$ cat src/rtl/address_fixup_ctrl_if.sv
// Bus between decode/timing logic and the address fixup sequencer.
// The master drives the request and carry inputs; the slave (sequencer) drives the ALU high-byte controls.
interface address_fixup_ctrl_if;
  logic       enableFFs;
  logic       start;
  logic [1:0] mode;
  logic       offsetSign;
  logic       freeCarry;
  logic       clearCount;
  logic       lowAddEn;
  logic       busy;
  logic       fixupCycle;
  logic       pchInc;
  logic       pchDec;
  logic       done;
  logic [7:0] fixupCount;

  modport master (
    output enableFFs, start, mode, offsetSign, freeCarry, clearCount,
    input  lowAddEn, busy, fixupCycle, pchInc, pchDec, done, fixupCount
  );

  modport slave (
    input  enableFFs, start, mode, offsetSign, freeCarry, clearCount,
    output lowAddEn, busy, fixupCycle, pchInc, pchDec, done, fixupCount
  );
endinterface

$ cat src/rtl/address_fixup_ctrl.sv
// Low/high address byte fixup sequencer for indexed absolute and relative-branch addressing.
// Enables the free-carry FF during the low-byte add, then optionally inserts one PCH/ADH inc/dec cycle.
module address_fixup_ctrl (
  input  logic                       clk,
  input  logic                       nrst,
  address_fixup_ctrl_if.slave        bus
);

  typedef enum logic [2:0] {
    IDLE  = 3'd0,
    LOW   = 3'd1,
    EVAL  = 3'd2,
    FIXUP = 3'd3,
    DONE  = 3'd4
  } state_t;

  localparam logic [1:0] MODE_IDX_RD  = 2'b00;
  localparam logic [1:0] MODE_IDX_WR  = 2'b01;
  localparam logic [1:0] MODE_BRANCH  = 2'b10;

  state_t     state_reg, state_next;
  logic [1:0] mode_reg, mode_next;
  logic       sign_reg, sign_next;
  logic       inc_reg, inc_next;
  logic       dec_reg, dec_next;
  logic [7:0] count_reg;

  logic       need;
  logic       inc_eval;
  logic       dec_eval;

  // Carry decision from the latched mode; only meaningful while in EVAL.
  always_comb begin
    need     = 1'b0;
    inc_eval = 1'b0;
    dec_eval = 1'b0;
    case (mode_reg)
      MODE_IDX_RD: begin
        need     = bus.freeCarry;
        inc_eval = bus.freeCarry;
      end
      MODE_IDX_WR: begin
        need     = 1'b1;
        inc_eval = bus.freeCarry;
      end
      MODE_BRANCH: begin
        need     = bus.freeCarry ^ sign_reg;
        inc_eval = bus.freeCarry & ~sign_reg;
        dec_eval = ~bus.freeCarry & sign_reg;
      end
      default: ;
    endcase
  end

  always_comb begin
    state_next = state_reg;
    mode_next  = mode_reg;
    sign_next  = sign_reg;
    inc_next   = inc_reg;
    dec_next   = dec_reg;
    case (state_reg)
      IDLE: begin
        if (bus.start) begin
          state_next = LOW;
          mode_next  = bus.mode;
          sign_next  = bus.offsetSign;
        end
      end
      LOW:  state_next = EVAL;
      EVAL: begin
        inc_next   = inc_eval;
        dec_next   = dec_eval;
        state_next = need ? FIXUP : DONE;
      end
      FIXUP: state_next = DONE;
      DONE:  state_next = IDLE;
      default: state_next = IDLE;
    endcase
  end

  always_ff @(posedge clk or negedge nrst) begin
    if (!nrst) begin
      state_reg <= IDLE;
      mode_reg  <= 2'b00;
      sign_reg  <= 1'b0;
      inc_reg   <= 1'b0;
      dec_reg   <= 1'b0;
    end else if (bus.enableFFs) begin
      state_reg <= state_next;
      mode_reg  <= mode_next;
      sign_reg  <= sign_next;
      inc_reg   <= inc_next;
      dec_reg   <= dec_next;
    end
  end

  // Clear wins over a same-edge increment and ignores the freeze.
  always_ff @(posedge clk or negedge nrst) begin
    if (!nrst) begin
      count_reg <= 8'd0;
    end else if (bus.clearCount) begin
      count_reg <= 8'd0;
    end else if (bus.enableFFs && state_reg == EVAL && need) begin
      count_reg <= count_reg + 8'd1;
    end
  end

  assign bus.lowAddEn   = (state_reg == LOW);
  assign bus.busy       = (state_reg != IDLE);
  assign bus.fixupCycle = (state_reg == FIXUP);
  assign bus.pchInc     = (state_reg == FIXUP) & inc_reg;
  assign bus.pchDec     = (state_reg == FIXUP) & dec_reg;
  assign bus.done       = (state_reg == DONE);
  assign bus.fixupCount = count_reg;

endmodule

$ cat src/flat_wrapper.sv
// flat-port wrapper written by rule: the top's interface ports become plain ports
module address_fixup_ctrl_flat 
  (clk, nrst, bus_enableFFs, bus_start, bus_mode, bus_offsetSign, bus_freeCarry, bus_clearCount, bus_lowAddEn, bus_busy, bus_fixupCycle, bus_pchInc, bus_pchDec, bus_done, bus_fixupCount);
  address_fixup_ctrl_if bus_i ();
  input  logic clk;
  input  logic nrst;
  input wire logic [$bits(bus_i.enableFFs)-1:0] bus_enableFFs;
  input wire logic [$bits(bus_i.start)-1:0] bus_start;
  input wire logic [$bits(bus_i.mode)-1:0] bus_mode;
  input wire logic [$bits(bus_i.offsetSign)-1:0] bus_offsetSign;
  input wire logic [$bits(bus_i.freeCarry)-1:0] bus_freeCarry;
  input wire logic [$bits(bus_i.clearCount)-1:0] bus_clearCount;
  output wire logic [$bits(bus_i.lowAddEn)-1:0] bus_lowAddEn;
  output wire logic [$bits(bus_i.busy)-1:0] bus_busy;
  output wire logic [$bits(bus_i.fixupCycle)-1:0] bus_fixupCycle;
  output wire logic [$bits(bus_i.pchInc)-1:0] bus_pchInc;
  output wire logic [$bits(bus_i.pchDec)-1:0] bus_pchDec;
  output wire logic [$bits(bus_i.done)-1:0] bus_done;
  output wire logic [$bits(bus_i.fixupCount)-1:0] bus_fixupCount;
  assign bus_i.enableFFs = bus_enableFFs;
  assign bus_i.start = bus_start;
  assign bus_i.mode = bus_mode;
  assign bus_i.offsetSign = bus_offsetSign;
  assign bus_i.freeCarry = bus_freeCarry;
  assign bus_i.clearCount = bus_clearCount;
  assign bus_lowAddEn = bus_i.lowAddEn;
  assign bus_busy = bus_i.busy;
  assign bus_fixupCycle = bus_i.fixupCycle;
  assign bus_pchInc = bus_i.pchInc;
  assign bus_pchDec = bus_i.pchDec;
  assign bus_done = bus_i.done;
  assign bus_fixupCount = bus_i.fixupCount;
  address_fixup_ctrl u_core (.clk(clk), .nrst(nrst), .bus(bus_i));
endmodule
$ cat config.mk
export PLATFORM = sky130hd
export DESIGN_NAME = address_fixup_ctrl_flat
export DESIGN_NICKNAME = d
export VERILOG_FILES = /design/src/rtl/address_fixup_ctrl_if.sv /design/src/rtl/address_fixup_ctrl.sv /design/src/flat_wrapper.sv
export SDC_FILE = /design/constraint.sdc
export NUM_CORES = 1
export LEC_CHECK = 0
export BUFFER_PORTS_ARGS = -buffer_cell sky130_fd_sc_hd__buf_2
export CELL_PAD_IN_SITES_DETAIL_PLACEMENT = 1
export CELL_PAD_IN_SITES_GLOBAL_PLACEMENT = 2
export CORE_UTILIZATION = 35
export DETAILED_ROUTE_END_ITERATION = 12
export PLACE_DENSITY = 0.83
export SYNTH_ARGS = -nofsm -noshare
export SYNTH_HDL_FRONTEND = slang
export SYNTH_SLANG_ARGS = --single-unit
$ cat constraint.sdc
create_clock -name clk -period 3.9 [get_ports clk]
set_clock_uncertainty 0.15 [all_clocks]
set_input_delay 0.78 -clock clk [delete_from_list [all_inputs] [get_ports clk]]
set_output_delay 0.78 -clock clk [all_outputs]
set_load 0.01 [all_outputs]
After elaboration in Yosys (flattened, before gate mapping) --
Index checks and enable logic that the tools add are counted. Widths: inputs -> output; s select.
Storage, ports and cells: bits in registers 16, bits of input ports 9, output and inout port bits 14
Cells by class: add/subtract/negate cells 1, equality and inequality tests 7, multiplexer cells 8, bitwise logic cells 7, reductions and logical operators 10
Operators by type and width (count):
- $mux 8 | 2
- $pmux 3 s4 | 1
- $add 8x1->8 const B | 1
- $eq 3x2->1 const B | 2
- $mux 3 | 2
- $and 1x1->1 | 4
- $reduce_and 2->1 | 2
- $eq 3x1->1 const B | 1
- $eq 3x3->1 const B | 1
- $logic_not 3->1 | 1
- $pmux 1 s3 | 1
- $reduce_and 3->1 | 1
- $reduce_bool 3->1 | 1
- $eq 2x1->1 const B | 1
- $eq 2x2->1 const B | 1
- $logic_and 1x1->1 | 2
- $logic_not 2->1 | 1
- $ne 2x2->1 const B | 1
- $not 1->1 | 2
- $pmux 1 s2 | 1
- $reduce_bool 2->1 | 1
- $reduce_or 2->1 | 1
- $mux 1 | 1
- $xor 1x1->1 | 1

Longest topological paths before layout --
Gate-level depths: netlist of the first run.
word-level depth 5, mapped depth 5

Worst setup path after synthesis of the first run --
Ideal clock, no wire load.
path type input to register, start input port bus_freeCarry, end register u_core.count_reg[4] (netlist: u_core.bus.fixupCount[4]), library setup time 0.128 ns, arrival time 2.194 ns, path slack 1.429 ns, stages 5, path buffers 0, path through inv_1 -> ha_1 -> or3b_4 -> a2111oi_2 -> mux2_1
Between the ends: cells in the longest elaborated chain, start to end 4
Ends and longest elaborated chain:
- start, declared | line flat_wrapper.sv:11 | input wire logic [$bits(bus_i.freeCarry)-1:0] bus_freeCarry;
- $xor 1x1->1 | line address_fixup_ctrl.sv:47 | need = bus.freeCarry ^ sign_reg;
- $pmux 1 s3 (*) | line address_fixup_ctrl.sv:37 | case (mode_reg)
- $logic_and 1x1->1 (*) | line address_fixup_ctrl.sv:103 | end else if (bus.enableFFs && state_reg == EVAL && need) begin
- $reduce_bool 2->1 (no line) (*)
- end signal, assigned | line address_fixup_ctrl.sv:104 | count_reg <= count_reg + 8'd1;
- end, declared | line address_fixup_ctrl.sv:26 | logic [7:0] count_reg;
Every way passes the cells marked *; elsewhere a longest branch is shown, timed or not. A chain may end at the register's enable or synchronous reset.

Worst setup path in the final report of the first run --
start register u_core.state_reg[1], end output port bus_pchDec
Between the ends: cells in the longest elaborated chain, start to end 2
Ends and longest elaborated chain:
- start, declared | line address_fixup_ctrl.sv:21 | state_t state_reg, state_next;
- start signal, assigned | line address_fixup_ctrl.sv:89 | state_reg <= state_next;
- $eq 3x2->1 | line address_fixup_ctrl.sv:112 | assign bus.pchDec = (state_reg == FIXUP) & dec_reg;
- $and 1x1->1 | line address_fixup_ctrl.sv:112
- end, declared | line flat_wrapper.sv:17 | output wire logic [$bits(bus_i.pchDec)-1:0] bus_pchDec;
No other way between the ends.

==> impl_metrics.py, run 1 <==
metrics = {
    "pwr": {
        "ir_drop_mv": 0.377,
        "power_mw": 0.589,
        "power_density_mw_per_mm2": 527,
        "p_leak_nw": 0.504,
    },
    "drt": {
        "drt_pass1_iterations": 4,
        "wl_per_cell_microns": 16.2,
        "viasPerCell": 5.79,
        "dr.first_iter.drc_count": 5,
        "dr_total_vias": 834,
        "antenna_left": 0,
        "drc": 0,
        "wl_microns": 2340,
    },
    "sta": {
        "hold_viol": 0,
        "whs_ps": 247,
        "fin_ws_ps": 1390,
        "worstMarginPinSlew_ps": 1030,
        "max_freq_ghz": 0.398,
        "min_period_over_period_pct": 64.4,
        "worst_slew_margin_rel_pct": 30.9,
        "slew_viol_final": 0,
        "layout_min_cycle_time_ps": 2510,
        "rsz0062_at_grt": "false",
        "setup_viol_count_final": 0,
        "fin_setup_tns_ps": 0,
    },
    "cts": {
        "cts_setup_buffers": 0,
        "htreeDepth": 1,
        "clk_pin_slew_ps": 90,
        "cts_max_path_buffers": 2,
        "cts_inserted_buffers": 3,
        "clockRootBuffer": "clkbuf_4",
        "cts_hold_buf": 0,
        "cts_tree": "built",
        "cts_resized": 0,
        "clock-sinks": 16,
        "clk-insertion-delay-late_ps": 280,
    },
    "grt": {
        "antenna_found_initial": 0,
        "grt_pass1_vias": 775,
        "grt_usage_pct": 18.0,
        "grt_pass1_wl_microns": 3650,
        "grt_start_max_net_pins": 17,
        "overflow": 0,
    },
    "yosys": {
        "syn-mean-instance-area_sq_um": 10.5,
        "synth-seq-area-share_pct": 41.8,
        "syn_inst": 91,
        "yosysUniqueCellTypes": 31,
        "syn_area_sq_um": 957,
        "dominantRegCellSynth": "dfrtp_1",
        "synth.most_common_cell": "dfrtp_1",
        "ys_warn_count": 0,
        "synth_top_area_share_pct": 41.8,
        "synthArstFlopShare_pct": 100,
        "ys_top_cells_by_area": "dfrtp_1 42%, a2111oi_2 6.3%, mux2_1 4.7%",
        "synth_edf_count": 0,
        "synthTopCellsByCount": "16 x dfrtp_1, 6 x inv_1, 6 x nor2_1",
        "synth_top_area_cell": "dfrtp_1",
        "syn_nets": 103,
        "ys_ff_latch": 16,
    },
    "status": {
        "status": "complete, no violations",
    },
    "critical_path": {
        "cp_max_fo": 8,
        "reg2reg_slack_ps": 1760,
        "cp.required_ps": 2970,
        "r2r_end": "u_core.bus.fixupCount[7]",
        "r2r_cells": 4,
        "crit_arrival_ps": 1580,
        "path_class": "reg2out",
        "critPathLaunchType": "register",
        "r2r_start": "u_core.sign_reg",
        "end_kind": "output port",
    },
    "finish": {
        "register_area_sq_um": 400,
        "num_antenna_cells": 0,
        "layout-drive-gt1-share_pct": 31.6,
        "area_delta_synth_final_pct": 16.9,
        "finalNetCount": 128,
        "stdcell_count": 144,
        "fin_util_pct": 44.3,
        "fillCellCount": 305,
        "multi_input_area_sq_um": 526,
        "post-route-cell-area_sq_mm": 0.00112,
        "largest_reg_flops": 8,
    },
    "floorplanning": {
        "dieArea_sq_mm": 0.00295,
        "num_io_pins": 23,
        "initial_core_util_pct": 37.9,
        "core-area_sq_mm": 0.00252,
        "die_h_microns": 54.3,
        "row_count": 18,
        "die_w_microns": 54.3,
    },
    "run": {
        "maxCapViolCount": 0,
    },
    "place": {
        "io_buffers": 22,
        "place_inst": 141,
        "pre_cts_ws_ps": 1170,
        "hpwl_microns": 1770,
        "dpl_cell_area_sq_mm": 0.00110,
        "routabilityCongestion": 0.739,
    },
    "hold_path": {
        "holdCritPathClass": "in2async",
    },
}
[report_power, final]
group          leakage [nW]  total [mW]  internal [mW]  switching, mW
registers             0.213       0.260          0.206         0.0546
clock network        0.0138      0.0884         0.0359         0.0525
logic                 0.277       0.241          0.100          0.141
[how the worst max path moves through the flow]
stage,startpoint,end,cells past startpoint
6_report,u_core.state_reg[1],bus_pchDec,4
2_1_floorplan,bus_freeCarry,u_core.bus.fixupCount[4],5
3_3_place_gp,bus_freeCarry,u_core.bus.fixupCount[7],6
4_1_cts,u_core.state_reg[1],bus_pchInc,4
5_1_grt,u_core.state_reg[1],bus_pchDec,4
3_5_place_dp,bus_freeCarry,u_core.bus.fixupCount[7],6
[cell type report]
cell class / count / share of cell area, %
clock buffer: 3 / 2.01
tap: 30 / 3.36
inverter: 6 / 2.01
multi-input combinational: 67 / 47.0
sequential: 16 / 35.8
timing repair buffer: 22 / 9.84
[critical path: stages, from the launching register on]
cell and delay (ps):
dfrtp_1 490, inv_1 140, nor3_1 360, and2_1 180, buf_2 120
[cells by family after synthesis]
logic type                 after synthesis  synth area share (%)
muxes                                    8                  9.41
and+or+nand+nor                         32                  19.6
DFF                                     16                  41.8
adders and majority gates                3                  3.92
AOI/OAI and AO/OA                       24                  22.0
buffers and inverters                    8                  3.27
[per-layer routing]
metal | track usage, % | routed length, microns | vias to the layer above
met5 | 0 | 0 | -
met4 | 10.3 | 49 | 0
met3 | 2.50 | 63 | 4
met2 | 29.9 | 1170 | 14
met1 | 22.2 | 1050 | 421
li1 | - | - | 395
[cell usage in the layout (no fill, tap or decap), types with 2 or more instances in the layout]
master     count
buf_2         22
dfrtp_1       16
inv_1          6
nor2_1         6
nor2b_1        5
nor3_1         4
a21oi_1        4
o31ai_1        4
mux2_2         4
nand2_1        4
a2111oi_2      4
mux2_1         4
nand3_1        3
o41ai_1        3
ha_1           3
clkbuf_4       3
and2_1         2
a2111o_1       2
nand4_1        2
o21ai_0        2
No activity file was read; power rests on OpenSTA's default activity.
==> run 2, diff against run 1 <==
- CORE_UTILIZATION: 35 -> 29
- PLACE_DENSITY: 0.83 -> 0.73
- clock period: 3.9 -> 2.1 ns (I/O delays scaled with it)
==> impl_metrics.py, run 2 (synthesized netlist as in run 1, its figures left out) <==
metrics = {
    "status": {
        "status": "complete, but fails checks",
        "violations": "negative setup slack",
    },
    "sta": {
        "worstMarginPinSlew_ps": 376,
        "setup_viol_count_final": 2,
        "min_period_over_period_pct": 101,
        "layout_min_cycle_time_ps": 2120,
        "fin_ws_ps": -17.8,
        "hold_viol": 0,
        "max_freq_ghz": 0.472,
        "worst_slew_margin_rel_pct": 74.9,
        "slew_viol_final": 0,
        "fin_setup_tns_ps": -21.9,
        "rsz0062_at_grt": "true",
    },
    "pwr": {
        "intPower_mw": 0.768,
        "power_density_mw_per_mm2": 992,
        "ir_drop_mv": 0.445,
        "clkPwrFrac_pct": 12.8,
        "swShare_pct": 40.4,
        "p_leak_nw": 0.567,
        "seq_power_share_pct": 33.8,
        "p_switching_mw": 0.520,
        "comb_power_share_pct": 53.3,
    },
    "critical_path": {
        "cp_max_fo": 6,
        "end_kind": "register",
        "critPathLaunchType": "register",
        "r2r_start": "u_core.sign_reg",
        "path_class": "reg2reg",
        "startpoint": "u_core.sign_reg",
        "cp.required_ps": 2130,
        "crit_arrival_ps": 2150,
    },
    "finish": {
        "final_common_cell": "buf_2",
        "register_area_sq_um": 400,
        "multi_input_area_sq_um": 588,
        "fin_util_pct": 41.9,
        "num_antenna_cells": 0,
        "largest_reg_flops": 8,
        "layout-drive-gt1-share_pct": 40.9,
        "fillCellCount": 376,
        "layout_common_cells": "22 x buf_2, 16 x dfrtp_1, 12 x buf_4",
        "post-route-cell-area_sq_mm": 0.00130,
        "area_delta_synth_final_pct": 35.7,
        "finalNetCount": 141,
    },
    "floorplanning": {
        "core-area_sq_mm": 0.00310,
        "die_w_microns": 59.5,
        "dieArea_sq_mm": 0.00353,
        "row_count": 20,
        "initial_core_util_pct": 30.8,
        "die_h_microns": 59.5,
        "num_io_pins": 23,
    },
    "drt": {
        "antenna_left": 0,
        "dr.first_iter.drc_count": 16,
        "wl_microns": 2550,
        "drc": 0,
        "drt_pass1_iterations": 4,
        "viasPerCell": 5.17,
        "wl_per_cell_microns": 14.9,
        "dr_total_vias": 884,
    },
    "place": {
        "routabilityCongestion": 0.802,
        "hpwl_microns": 1810,
        "dpl_cell_area_sq_mm": 0.00120,
        "io_buffers": 22,
    },
    "grt": {
        "grt_start_max_net_pins": 17,
        "grt_pass1_wl_microns": 4160,
        "grt_usage_pct": 16.0,
        "grt_pass1_vias": 899,
        "antenna_found_initial": 0,
        "overflow": 0,
    },
    "hold_path": {
        "min_from": "bus_offsetSign",
        "holdCritPathClass": "in2reg",
    },
    "cts": {
        "clockRootBuffer": "clkbuf_4",
        "htreeDepth": 1,
        "clk_pin_slew_ps": 90,
        "clk-insertion-delay-late_ps": 290,
        "cts_max_path_buffers": 2,
        "cts_inserted_buffers": 3,
        "clock-sinks": 16,
        "cts_tree": "built",
    },
    "run": {
        "maxCapViolCount": 0,
    },
}
-- run 2: what timing repair did --
item | in CTS | in global routing
pin swaps | 0 | 2
endpoints found under the setup margin | 1 | 6
hold buffers | 1 | 0
gates resized for setup | 1 | 6
hold endpoints to repair | 16 | 0
buffers inserted | 0 | 1
-- run 2: worst paths after layout --
check / endpoint / slack [ps] / cells after the start
max: u_core.bus.fixupCount[6] / -20 / 4
min: u_core.sign_reg / 210 / 2
max reg2reg: u_core.bus.fixupCount[6] / -20 / 4
min reg2reg: u_core.dec_reg / 320 / 2
max in group asynchronous: u_core.mode_reg[0] / 1110 / 2
min in group asynchronous: u_core.bus.fixupCount[7] / 420 / 2
-- run 2: metrics by stage --
| step | hold WS, ps | std cells | worst slack [ps] | total power [mW] |
|---|---|---|---|---|
| 3_5_place_dp | 210 | 166 | -202 | 1.07 |
| 3_3_place_gp | 215 | 166 | -147 | 1.05 |
| 5_1_grt | 191 | 171 | -64.4 | 1.39 |
| 2_1_floorplan | -25.6 | 91 | 11.0 | 0.789 |
| 6_report | 206 | 171 | -17.8 | 1.29 |
| 4_1_cts | 196 | 170 | -0.136 | 1.24 |
-- run 2: cell type report --
class | count | area share [%]
sequential | 16 | 30.8
multi-input combinational | 67 | 45.3
tap | 44 | 4.24
inverter | 6 | 1.73
clock buffer | 3 | 1.73
timing repair buffer | 35 | 16.2
-- run 2: per-layer routing --
layer / up-vias / wire length [microns] / track usage (%) / part of all wire, %
met5: - / 0 / 0 / 0
met3: 5 / 78 / 4.37 / 3.1
li1: 423 / - / - / -
met2: 13 / 1220 / 25.7 / 48
met1: 443 / 1230 / 21.0 / 48
met4: 0 / 24 / 4.76 / 0.94
-- run 2: critical path, stage by stage (launching register included) --
cell       delay, ps
dfrtp_1          420
ha_4             230
or3b_4           480
a2111oi_2        370
mux2_1           360
-- run 2: power groups by stage --
stage	clock, mW	combinational, mW	sequential (mW)
detailed placement	0	0.627	0.438
floorplan	0	0.331	0.458
CTS	0.173	0.640	0.431
global placement	0	0.615	0.437
global route	0.183	0.761	0.446
finish	0.165	0.687	0.436
